**config.mk**
```make
export PLATFORM = sky130hd
export DESIGN_NAME = ddr_rx_deserializer
export DESIGN_NICKNAME = d
export VERILOG_FILES = /design/src/rtl/ddr_pkg.sv /design/src/rtl/ddr_parity_calc.sv /design/src/rtl/ddr_rx_deserializer.sv
export SDC_FILE = /design/constraint.sdc
export NUM_CORES = 1
export LEC_CHECK = 0
export ABC_AREA = 1
export ABC_CLOCK_PERIOD_IN_PS = 1580
export CAP_MARGIN = 10
export CORE_ASPECT_RATIO = 1.4
export CORE_MARGIN = 2
export CORE_UTILIZATION = 35
export DETAILED_ROUTE_END_ITERATION = 8
export PLACE_DENSITY = 0.69
export SYNTH_ARGS = -nofsm -noshare
export SYNTH_HDL_FRONTEND = slang
export SYNTH_HIERARCHICAL = 1
export SYNTH_SLANG_ARGS = --single-unit
```
**constraint.sdc**
```tcl
create_clock -name i_sys_clk -period 1.58 [get_ports i_sys_clk]
set_input_delay 0.316 -clock i_sys_clk [delete_from_list [all_inputs] [get_ports i_sys_clk]]
set_output_delay 0.316 -clock i_sys_clk [all_outputs]
set_load 0.01 [all_outputs]
```
**src/rtl/ddr_pkg.sv**
```systemverilog
// Shared HDR-DDR word layout constants and FSM encoding, used by both the
// receive deserializer and the transmit serializer.
package ddr_pkg;

   localparam int unsigned DDR_WORD_BITS = 20;

   localparam int unsigned IDX_PRE_LAST  = 1;
   localparam int unsigned IDX_DATA_LAST = 17;
   localparam int unsigned IDX_P1        = 18;
   localparam int unsigned IDX_P0        = 19;

   localparam logic [1:0] PRE_CMD  = 2'b01;
   localparam logic [1:0] PRE_DATA = 2'b10;

   typedef enum logic [1:0] {
      ST_IDLE,
      ST_RUN,
      ST_ERR_HOLD
   } ddr_state_e;

endpackage

```
**src/rtl/ddr_parity_calc.sv**
```systemverilog
// Expected HDR-DDR parity pair {P1,P0} for a 16-bit data field.
module ddr_parity_calc (
   input  logic [15:0] data,
   output logic [1:0]  parity
);

   // P1 covers odd data bits; P0 covers even bits and is inverted.
   always_comb begin
      parity[1] = ^(data & 16'hAAAA);
      parity[0] = ~^(data & 16'h5555);
   end

endmodule

```
**src/rtl/ddr_rx_deserializer.sv**
```systemverilog
// HDR-DDR receive deserializer: samples SDA on SCL edges, assembles 20-bit
// words, checks parity and pulses o_word_valid once per completed word.
module ddr_rx_deserializer
   import ddr_pkg::*;
#(
   parameter int unsigned WORD_BITS = DDR_WORD_BITS,
   parameter int unsigned WCNT_W    = 8
) (
   input  logic              i_sys_clk,
   input  logic              i_rst_n,
   input  logic              i_deser_en,
   input  logic              i_err_mode,
   input  logic              i_scl_pos_edge,
   input  logic              i_scl_neg_edge,
   input  logic              i_sda,
   input  logic [5:0]        i_bit_count,
   output logic [1:0]        o_preamble,
   output logic [15:0]       o_data_word,
   output logic              o_word_valid,
   output logic              o_parity_err,
   output logic              o_sync_err,
   output logic [WCNT_W-1:0] o_word_cnt
);

   ddr_state_e           state;
   logic [WORD_BITS-1:0] shreg;
   logic [5:0]           idx;
   logic                 bad;

   logic                 sample;
   logic                 mismatch;
   logic                 last;
   logic [5:0]           next_idx;
   logic [WORD_BITS-1:0] wr_mask;
   logic [WORD_BITS-1:0] rx_word;
   logic [1:0]           rx_pre;
   logic [15:0]          rx_data;
   logic [1:0]           rx_par;
   logic [1:0]           exp_par;

   always_comb begin
      sample   = i_deser_en & ~i_err_mode & (i_scl_pos_edge | i_scl_neg_edge);
      mismatch = (i_bit_count != idx);
      last     = (i_bit_count == 6'(IDX_P0));
      // After a mismatch the index resyncs to i_bit_count+1; when aligned
      // that is the same value, so one expression covers both cases.
      next_idx = (i_bit_count >= 6'(WORD_BITS - 1)) ? '0 : i_bit_count + 6'd1;
      wr_mask  = (i_bit_count < 6'(WORD_BITS)) ? (WORD_BITS'(1) << i_bit_count) : '0;
      // P0 arrives on the completing edge, so take it straight from SDA.
      rx_word         = shreg;
      rx_word[IDX_P0] = i_sda;
      rx_pre          = {rx_word[0], rx_word[IDX_PRE_LAST]};
      rx_data         = {<<{rx_word[IDX_DATA_LAST:IDX_PRE_LAST+1]}};
      rx_par          = {rx_word[IDX_P1], rx_word[IDX_P0]};
   end

   ddr_parity_calc u_parity (
      .data   (rx_data),
      .parity (exp_par)
   );

   always_ff @(posedge i_sys_clk or negedge i_rst_n) begin
      if (!i_rst_n) begin
         state        <= ST_IDLE;
         shreg        <= '0;
         idx          <= '0;
         bad          <= 1'b0;
         o_preamble   <= '0;
         o_data_word  <= '0;
         o_word_valid <= 1'b0;
         o_parity_err <= 1'b0;
         o_sync_err   <= 1'b0;
         o_word_cnt   <= '0;
      end else begin
         o_word_valid <= 1'b0;
         o_parity_err <= 1'b0;
         case (state)
            ST_IDLE: begin
               shreg      <= '0;
               idx        <= '0;
               bad        <= 1'b0;
               o_sync_err <= 1'b0;
               o_word_cnt <= '0;
               if (i_deser_en) state <= ST_RUN;
            end
            ST_RUN: begin
               if (!i_deser_en) begin
                  state <= ST_IDLE;
                  shreg <= '0;
                  idx   <= '0;
                  bad   <= 1'b0;
               end else if (i_err_mode) begin
                  state <= ST_ERR_HOLD;
                  shreg <= '0;
                  idx   <= '0;
                  bad   <= 1'b0;
               end else if (sample) begin
                  shreg <= (shreg & ~wr_mask) | (wr_mask & {WORD_BITS{i_sda}});
                  idx   <= next_idx;
                  if (mismatch) begin
                     o_sync_err <= 1'b1;
                     bad        <= 1'b1;
                  end
                  if (last) begin
                     bad <= 1'b0;
                     if (!bad && !mismatch) begin
                        o_word_valid <= 1'b1;
                        o_preamble   <= rx_pre;
                        o_data_word  <= rx_data;
                        o_parity_err <= (rx_par != exp_par);
                        if (o_word_cnt != '1) o_word_cnt <= o_word_cnt + 1'b1;
                     end
                  end
               end
            end
            ST_ERR_HOLD: begin
               shreg <= '0;
               idx   <= '0;
               bad   <= 1'b0;
               if (!i_deser_en)      state <= ST_IDLE;
               else if (!i_err_mode) state <= ST_RUN;
            end
            default: state <= ST_IDLE;
         endcase
      end
   end

endmodule

```
==> results summary, run 1 <==
Setup violations remaining at the end of the flow were counted as 0. The total inserted antenna cells came out at 0. The number of buffers and inverters on the critical path is 1.

The fmax is 649 MHz. The congestion estimate from routability-driven global placement came to 0.903. Following the worst setup path forward leads to its endpoint at o_data_word[7]. In the global route stage, met3 resource usage came out at 4.44%. The critical-path maximum fanout is 2. The final route contains 3255 vias. The number of different library cells in the post-synthesis netlist came out at 30. The number of max-slew violations in the final report is 0. Dividing the detail-routed via count by the number of cells gives 4.95.

At the pin with the least slew margin, the transition time is 370 ps. The total area of multi-input combinational cells is 1660 µm². The synthesized netlist devotes 26.1% of its cell area to simple gates. After synthesis the netlist holds a flip-flop and latch count of 57. Walking the worst path, the cells encountered are clkdlybuf4s50_1. Clock-pin slew was measured on the worst setup and hold paths at 50 ps. The total area inside the core boundary comes to 9350 µm². The total power consumption of the routed design came out at 3.86 mW. The start point of the critical path is o_data_word[7]. The detailed placer's ending HPWL is 5890 µm. The path class of the tightest hold or removal check is register to register. The dominant combinational cell family by area after synthesis is simple AND/OR/NAND/NOR gates. The portion of the clock cycle consumed by the worst path in the final layout is 97.6%.

Summed over all nets, the switching power comes to 878 µW. The data required time at the worst endpoint came out at 1260 ps. Clock tree synthesis inserted a total of 9 buffers. The worst pin sits at a relative slew slack of 75.3%. The routing layer with the top usage in global route is met2. By startpoint and endpoint, the worst setup path is classified as register to primary output. Global routing used 28.9% of the available met2 tracks. The final layout net count came out at 562. The data arrival time of the critical path came out at 1230 ps. For this design the static power due to leakage is 2.48 nW. The tool flagged a number of max-cap violations equal to 0. Of the synthesized area, sequential elements account for 42.8%. Net switching is 22.7% of the power. The floorplan step defined a die boundary enclosing 10300 µm². The synthesized area divided by synthesized cell count came out at 7.59 µm². The number of cells after detailed placement is 626.

TritonCTS built the clock tree. The combinational share of power is 10.0%. Setup slack on the worst reg-to-reg path comes out at 70 ps. The worst setup timing slack at the placement stage is -480 ps. The number of remaining DRC errors came out at 0. After global routing the overflow that remains totals 0. The endpoint identified for the worst register-to-register timing path is o_data_word[7].

STA classifies the critical path endpoint as a primary output. The root cell of the clock tree is sky130_fd_sc_hd__clkbuf_16. The routed design has 8570 µm of wire. The share of the synthesized area in compound gates (AO/OA/AOI/OAI) came out at 14.3%. The final instance count without filler cells is 657. The net count after synthesis is 459. The clock period minus final worst setup slack is 1540 ps. The via count of the first global-routing pass is 3090. The warning count from the yosys run is 6.

The H-tree depth reported by CTS came out at 3. Of the total synthesized cell area, the portion taken by full adders, half adders and majority gates is 2.63%. Registers take 1430 µm². The worst stage delay on the critical path came out at 540 ps.

The most common cell after layout, fill and taps aside is sky130_fd_sc_hd__nand2_1. The multiplexer area fraction after synthesis is 0%. The cell area power density came out at 810 nW/µm². Once detail routing completed, the nets flagged for antenna violations numbered 0. The sequential power share is 38.5%. The origin of the critical flop-to-flop path is idx[1]. The synthesized instance count is 439. The worst voltage drop across the vdd grid is 0.553 mV. The detailed router finished its first iteration with 129 violations. The clock insertion delay at the later pin of the skew report is 330 ps. The number of placed I/O pins is 42.

The part of the total power dissipated in the clock network is 51.5%. From synthesis to final layout, the design area changed by 43.3%. The synthesized cell area came out at 3330 µm². Entering global routing, the biggest net connects 58 pins. The worst clock skew came out at 7.51 ps.

The cell type group with the largest total delay on the critical path is buffers and inverters. The run finished with clean final reports. Dividing the detail-routed wire length by the instance count gives 13.0 µm. The row count is 42. Setup repair after global routing could not meet its margin everywhere. The proportion of layout cells with a drive suffix above 1 is 24.3%. The sink count of the clock tree is 57. The number of buffers added on ports came out at 41. The depth of the most critical reg-to-reg path is 11. The met1 routing resource usage after global routing is 19.8%. The die outline width came out at 86.4 µm.

The starting density of the core is 35.6%. After Yosys synthesis, XOR and XNOR cells account for 3.42% of the synthesized area. In the layout the commonest cells are sky130_fd_sc_hd__nand2_1, sky130_fd_sc_hd__inv_1, sky130_fd_sc_hd__dfrtp_1.

The layout has 875 filler cells. The worst path meets setup with 38.2 ps of slack. In this run the deepest clock path goes through 2 buffers. The height of the die came out at 119 µm. The first global-routing pass estimated 13800 µm of wire.

The aggregate global-route resource usage came out at 16.8%. Internal power comes to 2.99 mW. The worst setup path is launched from a register.

The length of the first detailed-routing pass in iterations came out at 4. The initial antenna violation count is 0. The hold violation count in the final report came out at 0. On the critical path, the stage with the largest delay is an instance of sky130_fd_sc_hd__clkdlybuf4s50_1. The number of cells on the critical path is 1.
==> cells in the mapped netlist <==
cell / n / share of area, %
sky130_fd_sc_hd__o211ai_1: 5 / 1.1
sky130_fd_sc_hd__nand4_1: 4 / 0.75
sky130_fd_sc_hd__xnor2_1: 8 / 2.1
sky130_fd_sc_hd__o22ai_1: 9 / 1.7
sky130_fd_sc_hd__o21ai_1: 13 / 2.0
sky130_fd_sc_hd__inv_2: 7 / 0.79
sky130_fd_sc_hd__buf_2: 4 / 0.60
sky130_fd_sc_hd__buf_6: 5 / 1.7
sky130_fd_sc_hd__nand2_2: 3 / 0.56
sky130_fd_sc_hd__nand3_2: 1 / 0.30
sky130_fd_sc_hd__xor2_1: 5 / 1.3
sky130_fd_sc_hd__o311ai_0: 3 / 0.79
sky130_fd_sc_hd__nor2_1: 17 / 1.9
sky130_fd_sc_hd__nor4_1: 3 / 0.56
sky130_fd_sc_hd__nor2_4: 3 / 1.0
sky130_fd_sc_hd__clkbuf_1: 1 / 0.11
sky130_fd_sc_hd__a211oi_1: 1 / 0.23
sky130_fd_sc_hd__dfrtp_1: 57 / 43
sky130_fd_sc_hd__nor3_1: 9 / 1.4
sky130_fd_sc_hd__nor2_2: 5 / 0.94
sky130_fd_sc_hd__inv_1: 64 / 7.2
sky130_fd_sc_hd__a21oi_1: 7 / 1.1
sky130_fd_sc_hd__nand2_1: 121 / 14
sky130_fd_sc_hd__nand3_1: 34 / 5.1
sky130_fd_sc_hd__o21ai_0: 29 / 4.4
sky130_fd_sc_hd__clkinv_1: 1 / 0.11
sky130_fd_sc_hd__inv_4: 1 / 0.19
sky130_fd_sc_hd__ha_1: 7 / 2.6
sky130_fd_sc_hd__a31oi_1: 1 / 0.19
sky130_fd_sc_hd__o21ai_2: 11 / 2.9
==> metrics by stage <==
stage	setup TNS [ps]	cell area (µm²)	utilization [%]	hold WS (ps)
floorplan	0	3330	-	20.4
global placement	-19920	4180	44.6	337
global route	-166	4770	51.0	518
finish	0	4770	51.0	479
detailed placement	-21820	4180	44.6	345
CTS	0	4510	48.2	484
==> worst min path at each step <==
stage / start / end / slack [ps] / depth (start not counted)
global placement: i_rst_n / o_word_cnt[3] / 340 / 2
detailed placement: i_rst_n / o_word_cnt[3] / 340 / 2
floorplan: i_rst_n / bad / 20 / 0
finish: o_data_word[11] / o_data_word[11] / 480 / 2
CTS: o_data_word[9] / o_data_word[9] / 480 / 2
global route: o_data_word[4] / o_data_word[4] / 520 / 2
==> area by class of cell <==
cell class,count,area share [%]
multi-input cells,299,34.7
flip-flops and latches,57,29.9
repair buffers,102,20.2
inverters,73,5.79
clock buffers,14,5.74
well taps,110,2.88
clock inverters,2,0.734
==> registers in the layout (all words and copies together) (netlist names) <==
name and flops:
bad 1, idx 6, o_data_word 16, o_parity_err 1, o_preamble 2, o_sync_err 1, o_word_cnt 8, o_word_valid 1
shreg 19, state 2
==> routing by layer <==
metal  part of all wire, %  vias to the layer above
met1                    40                     1535
met5                     0                        -
li1                      -                     1623
met3                   4.3                       14
met2                    54                       83
met4                   1.5                        0
==> power groups by stage <==
stage                     Combinational [mW]  Sequential (mW)  Clock [mW]
after floorplan                        0.155             1.51           0
after global placement                 0.358             1.51           0
after detailed placement               0.366             1.51           0
after CTS                              0.364             1.49        2.03
after global routing                   0.427             1.49        2.10
final                                  0.386             1.49        1.99
==> cells by family after synthesis <==
logic type / Yosys count
XOR/XNOR: 13
adder cells (fa/ha/maj): 7
AO/OA/AOI/OAI: 79
flip-flops: 57
buffers and inverters: 83
AND/OR/NAND/NOR: 200
==> tightest hold or removal path: cells and delay by family (launching register included) <==
kind               cells  cell delay [ps]
AOI/OAI and AO/OA      1               40
and+or+nand+nor        1               60
DFF                    1              350
==> repair_timing <==
action	CTS	global route
hold buffers	1	0
setup buffers	3	8
endpoints found under the setup margin	48	51
gates resized for setup	13	47
endpoints found under the hold margin	24	0
pin swaps	1	11
gates cloned	0	3
(Power assumes the default switching activity.)
==> run 2: changes to the inputs <==
Settings changed: ABC_AREA 1 to unset.
==> run 2 against run 1 <==
Against the previous run: the run now ends with negative setup slack left; routed wire length is 6.3% lower; synthesized cell count shrank 33%; final cell count down 25%; power is 2.3% lower; combinational power is 3% lower; design area shrank 3.5%; flip-flop and latch count unchanged; clock skew fell by 3.0 ps; sequential power about the same; critical endpoint is now o_data_word[2].
==> results summary, run 2 <==
The flow ran to the end, but the final reports show violations. The checks that failed: negative setup slack. In this run, the combinational gates consume 9.9% of the power. The largest total area in the synthesized netlist belongs to sky130_fd_sc_hd__dfrtp_1.

The top-area cell type share of the netlist area is 47.8%. The clock drives 57 sinks. The via density per instance is 5.25. The violation count after the first detailed-routing iteration is 233. The share of total power consumed by net switching came out at 22.4%. The wire length reported by the detailed router came out at 8040 µm. The proportion of layout cells with a drive suffix above 1 came out at 36.2%. The pin count of the biggest net entering global routing came out at 58.

For this run, asynchronously set or reset flops after synthesis account for 100%. For this design the static power due to leakage is 2.19 nW. The worst clock skew is 4.50 ps. The number of flip-flops in the largest register came out at 19. The part of the total power dissipated in the clock network came out at 51.0%. The count of final setup violators came out at 31. In this run the cell area measured after placement is 3880 µm². The height of the die came out at 113 µm.

The number of different library cells in the post-synthesis netlist is 44. In the final layout, the registers with the most flip-flops are shreg (19), o_data_word (16), o_word_cnt (8). After synthesis the netlist holds a flip-flop and latch count of 57. The worst setup path is captured at a register. IR analysis of the VDD net gives a maximum drop of 0.603 mV. The synthesized instance count came out at 293. In the final layout, flip-flops and latches occupy 1430 µm².

Global routing used 18.1% of the available tracks across all layers. Clock tree synthesis selected as its root buffer the cell sky130_fd_sc_hd__clkbuf_16. In this run the standard cell core region covers 8250 µm². The layout filler cell count is 679. A synthesized cell averages 10.2 µm². The first global-routing pass estimated 12700 µm of wire. The clock buffer count from CTS is 9. The global placement routability congestion came out at 0.834. The length of the first detailed-routing pass in iterations is 5.

The total inserted antenna cells came out at 0. The number of nets with antenna violations after detailed routing came out at 0. The initial antenna violation count is 0. TritonCTS built the clock tree. Sequential elements use 47.8% of the synthesized area. The most common cell after layout, fill and taps aside is sky130_fd_sc_hd__dfrtp_1.

For the worst setup path, the data required time is 1790 ps. STA classifies the critical path startpoint as an input port. The clock insertion delay at the later pin of the skew report is 330 ps. The die outline width came out at 82.1 µm. The number of buffers added on ports is 41.

The top register by number of flip-flops is shreg. Across all layers, the routed design uses 2595 vias. The via count of the first global-routing pass came out at 2596.

The hold violation count in the final report came out at 0. The number of remaining DRC errors is 0. For this run, the number of Yosys warnings is 6. The critical path is of the input port to register type. The clock period minus final worst setup slack came out at 1990 ps. The worst hold slack came out at 358 ps.

In the synthesized netlist the dominant register cell turns out to be sky130_fd_sc_hd__dfrtp_1. The type of the worst min-delay path is input port to register. The share of total power dissipated in sequential elements is 39.1%.

The synthesized cell area is 2990 µm². In the post-synthesis netlist, the biggest area contributors are sky130_fd_sc_hd__dfrtp_1, sky130_fd_sc_hd__o21ai_0, sky130_fd_sc_hd__xnor2_1, sky130_fd_sc_hd__mux2_1, sky130_fd_sc_hd__mux2_2. Clock-pin slew was measured on the worst setup and hold paths at 50 ps. The data arrival time of the critical path came out at 2200 ps.

The maximum buffer depth of the clock tree is 2. The floorplan has 39 rows. Cell internal power was estimated by the tool at 2.93 mW. The switching power summed over all nets came out at 845 µW. The number of placed I/O pins came out at 42. The number of synthesized flops with an enable pin came out at 0. Across the run, the number of max-cap violations was 0. The final worst setup slack came out at -405 ps. The portion of the clock cycle consumed by the worst path in the final layout is 126%. For the pin with the worst max-slew slack, the measured transition is 418 ps. The top cell types in the final layout, fill and taps aside, are sky130_fd_sc_hd__dfrtp_1, sky130_fd_sc_hd__buf_4, sky130_fd_sc_hd__o21ai_0. For this configuration, the core starts out at a cell density of 36.2%. The area overhead of the layout relative to synthesis is 54.3%. Based on the critical path, the design can be clocked at up to 504 MHz. Setup repair after global routing could not meet its margin everywhere. The overall die area is 9290 µm². The final layout net count came out at 408. By count the netlist is led by sky130_fd_sc_hd__dfrtp_1, sky130_fd_sc_hd__o21ai_0, sky130_fd_sc_hd__nand2_1, sky130_fd_sc_hd__xnor2_1, sky130_fd_sc_hd__a21oi_1. The total overflow left after global routing is 0. The finished layout cell area is 4610 µm². The detailed placer's ending HPWL came out at 4970 µm. The worst slew margin relative to its limit is 72.1%.

The mean routed wirelength per cell is 16.3 µm. The total area of multi-input combinational cells is 1710 µm². The H-tree depth reported by CTS came out at 3.

The critical-path maximum fanout is 5. The net count after synthesis came out at 313. The number of max-slew violations in the final report was 0. The most used standard cell by instance count after synthesis is sky130_fd_sc_hd__dfrtp_1. The cell area power density came out at 819 nW/µm².
-- run 2: cell count changes after synthesis, sizes merged, moves of 9 or more --
cell	delta
inv	-66
nor2	-16
mux2	+19
a21oi	+10
xnor2	+13
nand3	-28
nand2	-100
clkbuf	+12
o22ai	-9
-- run 2: per-layer routing --
metal  track usage (%)  share of wire, %  vias to the layer above  wire length, µm
met3              3.59               3.0                       12              241
met5                 0                 0                        -                0
li1                  -                 -                     1245                -
met1              21.7                41                     1282             3320
met4              8.44               1.8                        0              148
met2              30.4                54                       56             4330
-- run 2: kinds of logic after synthesis --
kind of cell / after synthesis / share of synthesized area (%)
compound gates: 81 / 15.3
xor+xnor: 23 / 6.75
fa+ha+maj: 7 / 2.93
buf+inv: 24 / 3.60
flops: 57 / 47.8
mux: 22 / 8.17
simple gates: 79 / 15.5
-- run 2: cell type report --
| class | count | share of cell area, % |
|---|---|---|
| sequential | 57 | 31.0 |
| multi-input combinational | 212 | 37.2 |
| clock inverter | 3 | 0.869 |
| timing repair buffer | 102 | 22.2 |
| inverter | 6 | 0.489 |
| tap | 102 | 2.77 |
| clock buffer | 12 | 5.57 |
-- run 2: worst max-delay path: stages --
cell and delay (ps):
sky130_fd_sc_hd__buf_6 110, sky130_fd_sc_hd__buf_6 100, sky130_fd_sc_hd__or4_4 580, sky130_fd_sc_hd__nor4_4 300
sky130_fd_sc_hd__and2b_2 210, sky130_fd_sc_hd__buf_6 140, sky130_fd_sc_hd__buf_16 120, sky130_fd_sc_hd__mux2_2 320
-- run 2: metrics by stage --
stage	setup TNS [ps]	cells	util [%]	power [mW]	worst slack (ps)
2_1_floorplan	-10820	293	-	1.65	-586
3_3_place_gp	-35350	467	47.0	1.82	-966
3_5_place_dp	-36920	467	47.0	1.82	-1030
4_1_cts	-8440	492	53.9	3.80	-382
5_1_grt	-11200	494	55.9	3.91	-448
6_report	-8720	494	55.9	3.77	-405
-- run 2: final timing paths --
path                           startpoint              to  slack [ps]  depth (start not counted)
setup reg to reg                      bad  o_data_word[2]        -400                          6
setup / recovery           i_bit_count[2]  o_data_word[2]        -410                          8
hold / removal                 i_deser_en        state[0]         360                          3
max in group asynchronous         i_rst_n   o_word_cnt[2]         780                          3
min in group asynchronous         i_rst_n   o_preamble[1]         510                          3
hold reg to reg                    idx[3]          idx[3]         500                          2
-- run 2: power by group through the flow --
stage	sequential, mW	clock [mW]	combinational (mW)
floorplan	1.50	0	0.152
global placement	1.50	0	0.318
detailed placement	1.50	0	0.324
CTS	1.48	1.97	0.358
global route	1.48	2.03	0.407
finish	1.48	1.92	0.374
-- run 2: what timing repair did --
item / in CTS / in global routing
endpoints found under the hold margin: 57 / 0
hold buffers: 1 / 0
endpoints found under the setup margin: 59 / 55
buffers inserted: 5 / 1
pin swaps: 14 / 6
gates resized for setup: 79 / 42
cloned: 4 / 1
==> run 3: changes to the inputs <==
--- a/config.mk
+++ b/config.mk
@@ -7,2 +7,3 @@
 export LEC_CHECK = 0
+export ABC_AREA = 1
 export ABC_CLOCK_PERIOD_IN_PS = 1580
==> constraint.sdc (replaced) <==
create_clock -name i_sys_clk -period 1.58 [get_ports i_sys_clk]
set_input_delay 0.158 -clock i_sys_clk [delete_from_list [all_inputs] [get_ports i_sys_clk]]
set_output_delay 0.158 -clock i_sys_clk [all_outputs]
set_load 0.01 [all_outputs]
==> run 3 against run 2 <==
Against the previous run: the run now ends clean; via count up 22%; hold slack got worse by 83 ps; clock skew is 2.3 ps higher; setup slack gained 470 ps; critical path depth shrank 6; die area is 11% higher; combinational power grew 2%; largest cell class unchanged; largest power group unchanged; highest routed layer unchanged.
==> results summary, run 3 (synthesis results as in run 1) <==
The cell area power density is 798 nW/µm². The root buffer cell chosen for the clock tree is sky130_fd_sc_hd__clkbuf_16. The number of max-slew violations in the final report came out at 0. The clock insertion delay at the later pin of the skew report came out at 330 ps. The via count of the first global-routing pass is 3083. The path class of the tightest hold or removal check is input port to register. Setup violations remaining at the end of the flow were counted as 0. The library cell used most frequently in the layout, excluding fill and tap cells, is sky130_fd_sc_hd__nand2_1. The proportion of layout cells with a drive suffix above 1 came out at 19.8%. The pin count of the biggest net entering global routing is 30. The sink count of the clock tree is 57. The worst clock skew is 6.82 ps. Summed over all layers, the routed wires come to 8210 µm. The total power consumption of the routed design came out at 3.65 mW. The H-tree depth reported by CTS came out at 3. The fmax came out at 658 MHz. The layout filler cell count is 921. The detailed router placed 3163 vias in this run. The initial antenna violation count came out at 0. TritonCTS built the clock tree. In the layout the commonest cells are sky130_fd_sc_hd__nand2_1, sky130_fd_sc_hd__inv_1, sky130_fd_sc_hd__dfrtp_1. The critical path in this run is classified as register to primary output. Once the floorplan was initialized, standard cells occupied 35.6% of the core.

The worst slew margin relative to its limit is 70.4%. The clock buffer count from CTS is 9. The total area of multi-input combinational cells came out at 1590 µm². The capture instance of the worst register-to-register path is o_data_word[9]. The sequential cells in the finished layout cover a total of 1430 µm². The clock period minus final worst setup slack came out at 1520 ps.

The most critical setup path has its endpoint at o_word_cnt[0]. The detailed placer's ending HPWL is 6000 µm. The startpoint identified for the worst register-to-register timing path is state[1]. The sum of overflow across all layers after global routing came out at 0. The data required time at the worst endpoint is 1420 ps. The total negative slack for setup checks came out at 0 ps. The congestion estimate from routability-driven global placement came to 0.853. The largest registers in the layout are shreg (19), o_data_word (16), o_word_cnt (8). The depth of the most critical reg-to-reg path is 11. The number of remaining DRC errors is 0.

The portion of the clock cycle consumed by the worst path in the final layout is 96.2%. The run finished with clean final reports. The length of the first detailed-routing pass in iterations came out at 5. The total inserted antenna cells is 0. The hold violation count in the final report is 0.

Summed over all cells, the static leakage comes to 2.19 nW. The number of flip-flops in the largest register came out at 19. Tracing the worst setup path back leads to its startpoint at o_word_cnt[0]. The clock-pin slew on the worst setup and hold paths came out at 50 ps. The violation count after the first detailed-routing iteration is 139. The overall die area is 10300 µm². The detail route stage leaves a number of antenna-violating nets equal to 0. The capturing element type of the critical path is a primary output. From bottom edge to top edge, the die measures 119 µm.

The area overhead of the layout relative to synthesis is 37.5%. The top register by number of flip-flops is shreg. The slew of the pin with the lowest slew margin is 444 ps. The row count came out at 42.

Setup repair after global routing could not meet its margin everywhere. The mean routed wirelength per cell is 12.7 µm. The first global-routing pass estimated 13700 µm of wire.

The die is 86.4 µm wide. The number of max-cap violations came out at 0. Pin placement for this block handled 42 I/O pins. The register-to-register setup slack came out at 80 ps. The worst voltage drop across the vdd grid is 0.594 mV.

In this run the worst path has a maximum fanout of 4. The startpoint kind of the worst setup timing path is a register. The via density per instance is 4.90. The number of buffers added on ports came out at 41. The data arrival time of the critical path is 1360 ps. The placeable core region is 9350 µm².

The aggregate global-route resource usage is 16.7%. The worst hold path was traced through 3 stages. The maximum buffer depth of the clock tree came out at 2. The final layout net count is 553.
-- run 3: area by class of cell --
cell class                 count  area share [%]
inverter                      73            6.09
clock buffer                  13            5.90
tap                          110            3.01
multi-input combinational    299            34.7
sequential                    57            31.1
timing repair buffer          93            19.2
-- run 3: report_power, final --
group | internal [mW] | switching (mW)
Sequential | 1.48 | 0.0103
Combinational | 0.162 | 0.220
Clock | 1.16 | 0.624
-- run 3: metrics by stage --
stage	area (µm²)	std cells	utilization (%)	setup slack, ps	hold slack [ps]
final	4580	645	49.0	59.9	275
after global routing	4580	645	49.0	-20.6	316
after CTS	4460	641	47.7	18.7	305
after detailed placement	4180	627	44.7	-331	123
after global placement	4180	627	44.7	-289	110
after floorplan	3330	439	-	74.5	-138
-- run 3: critical path, cell delays in order, from the launching register on --
cell	delay, ps
sky130_fd_sc_hd__dfrtp_1	350
sky130_fd_sc_hd__buf_4	130
sky130_fd_sc_hd__clkdlybuf4s50_1	550
-- run 3: per-layer routing --
layer,wire length [µm],vias up,track usage [%]
met3,222,12,3.12
li1,-,1604,-
met1,3570,1487,19.9
met4,138,0,6.84
met5,0,-,0
met2,4280,60,29.1
-- run 3: worst min path at each step --
stage	startpoint	end	slack, ps
after floorplan	i_rst_n	bad	-140
final	i_bit_count[0]	idx[0]	270
after CTS	i_rst_n	o_word_cnt[4]	300
after global placement	i_rst_n	o_word_cnt[3]	110
after global routing	i_bit_count[0]	idx[0]	320
after detailed placement	i_rst_n	o_word_cnt[3]	120
-- run 3: timing repair --
action                                  CTS  global route
hold buffers                              1             0
cloned                                    0             2
endpoints found under the hold margin    15             0
endpoints found under the setup margin   13            35
pin swaps                                 0             5
resized for setup                         1            20
setup buffers                             0             2
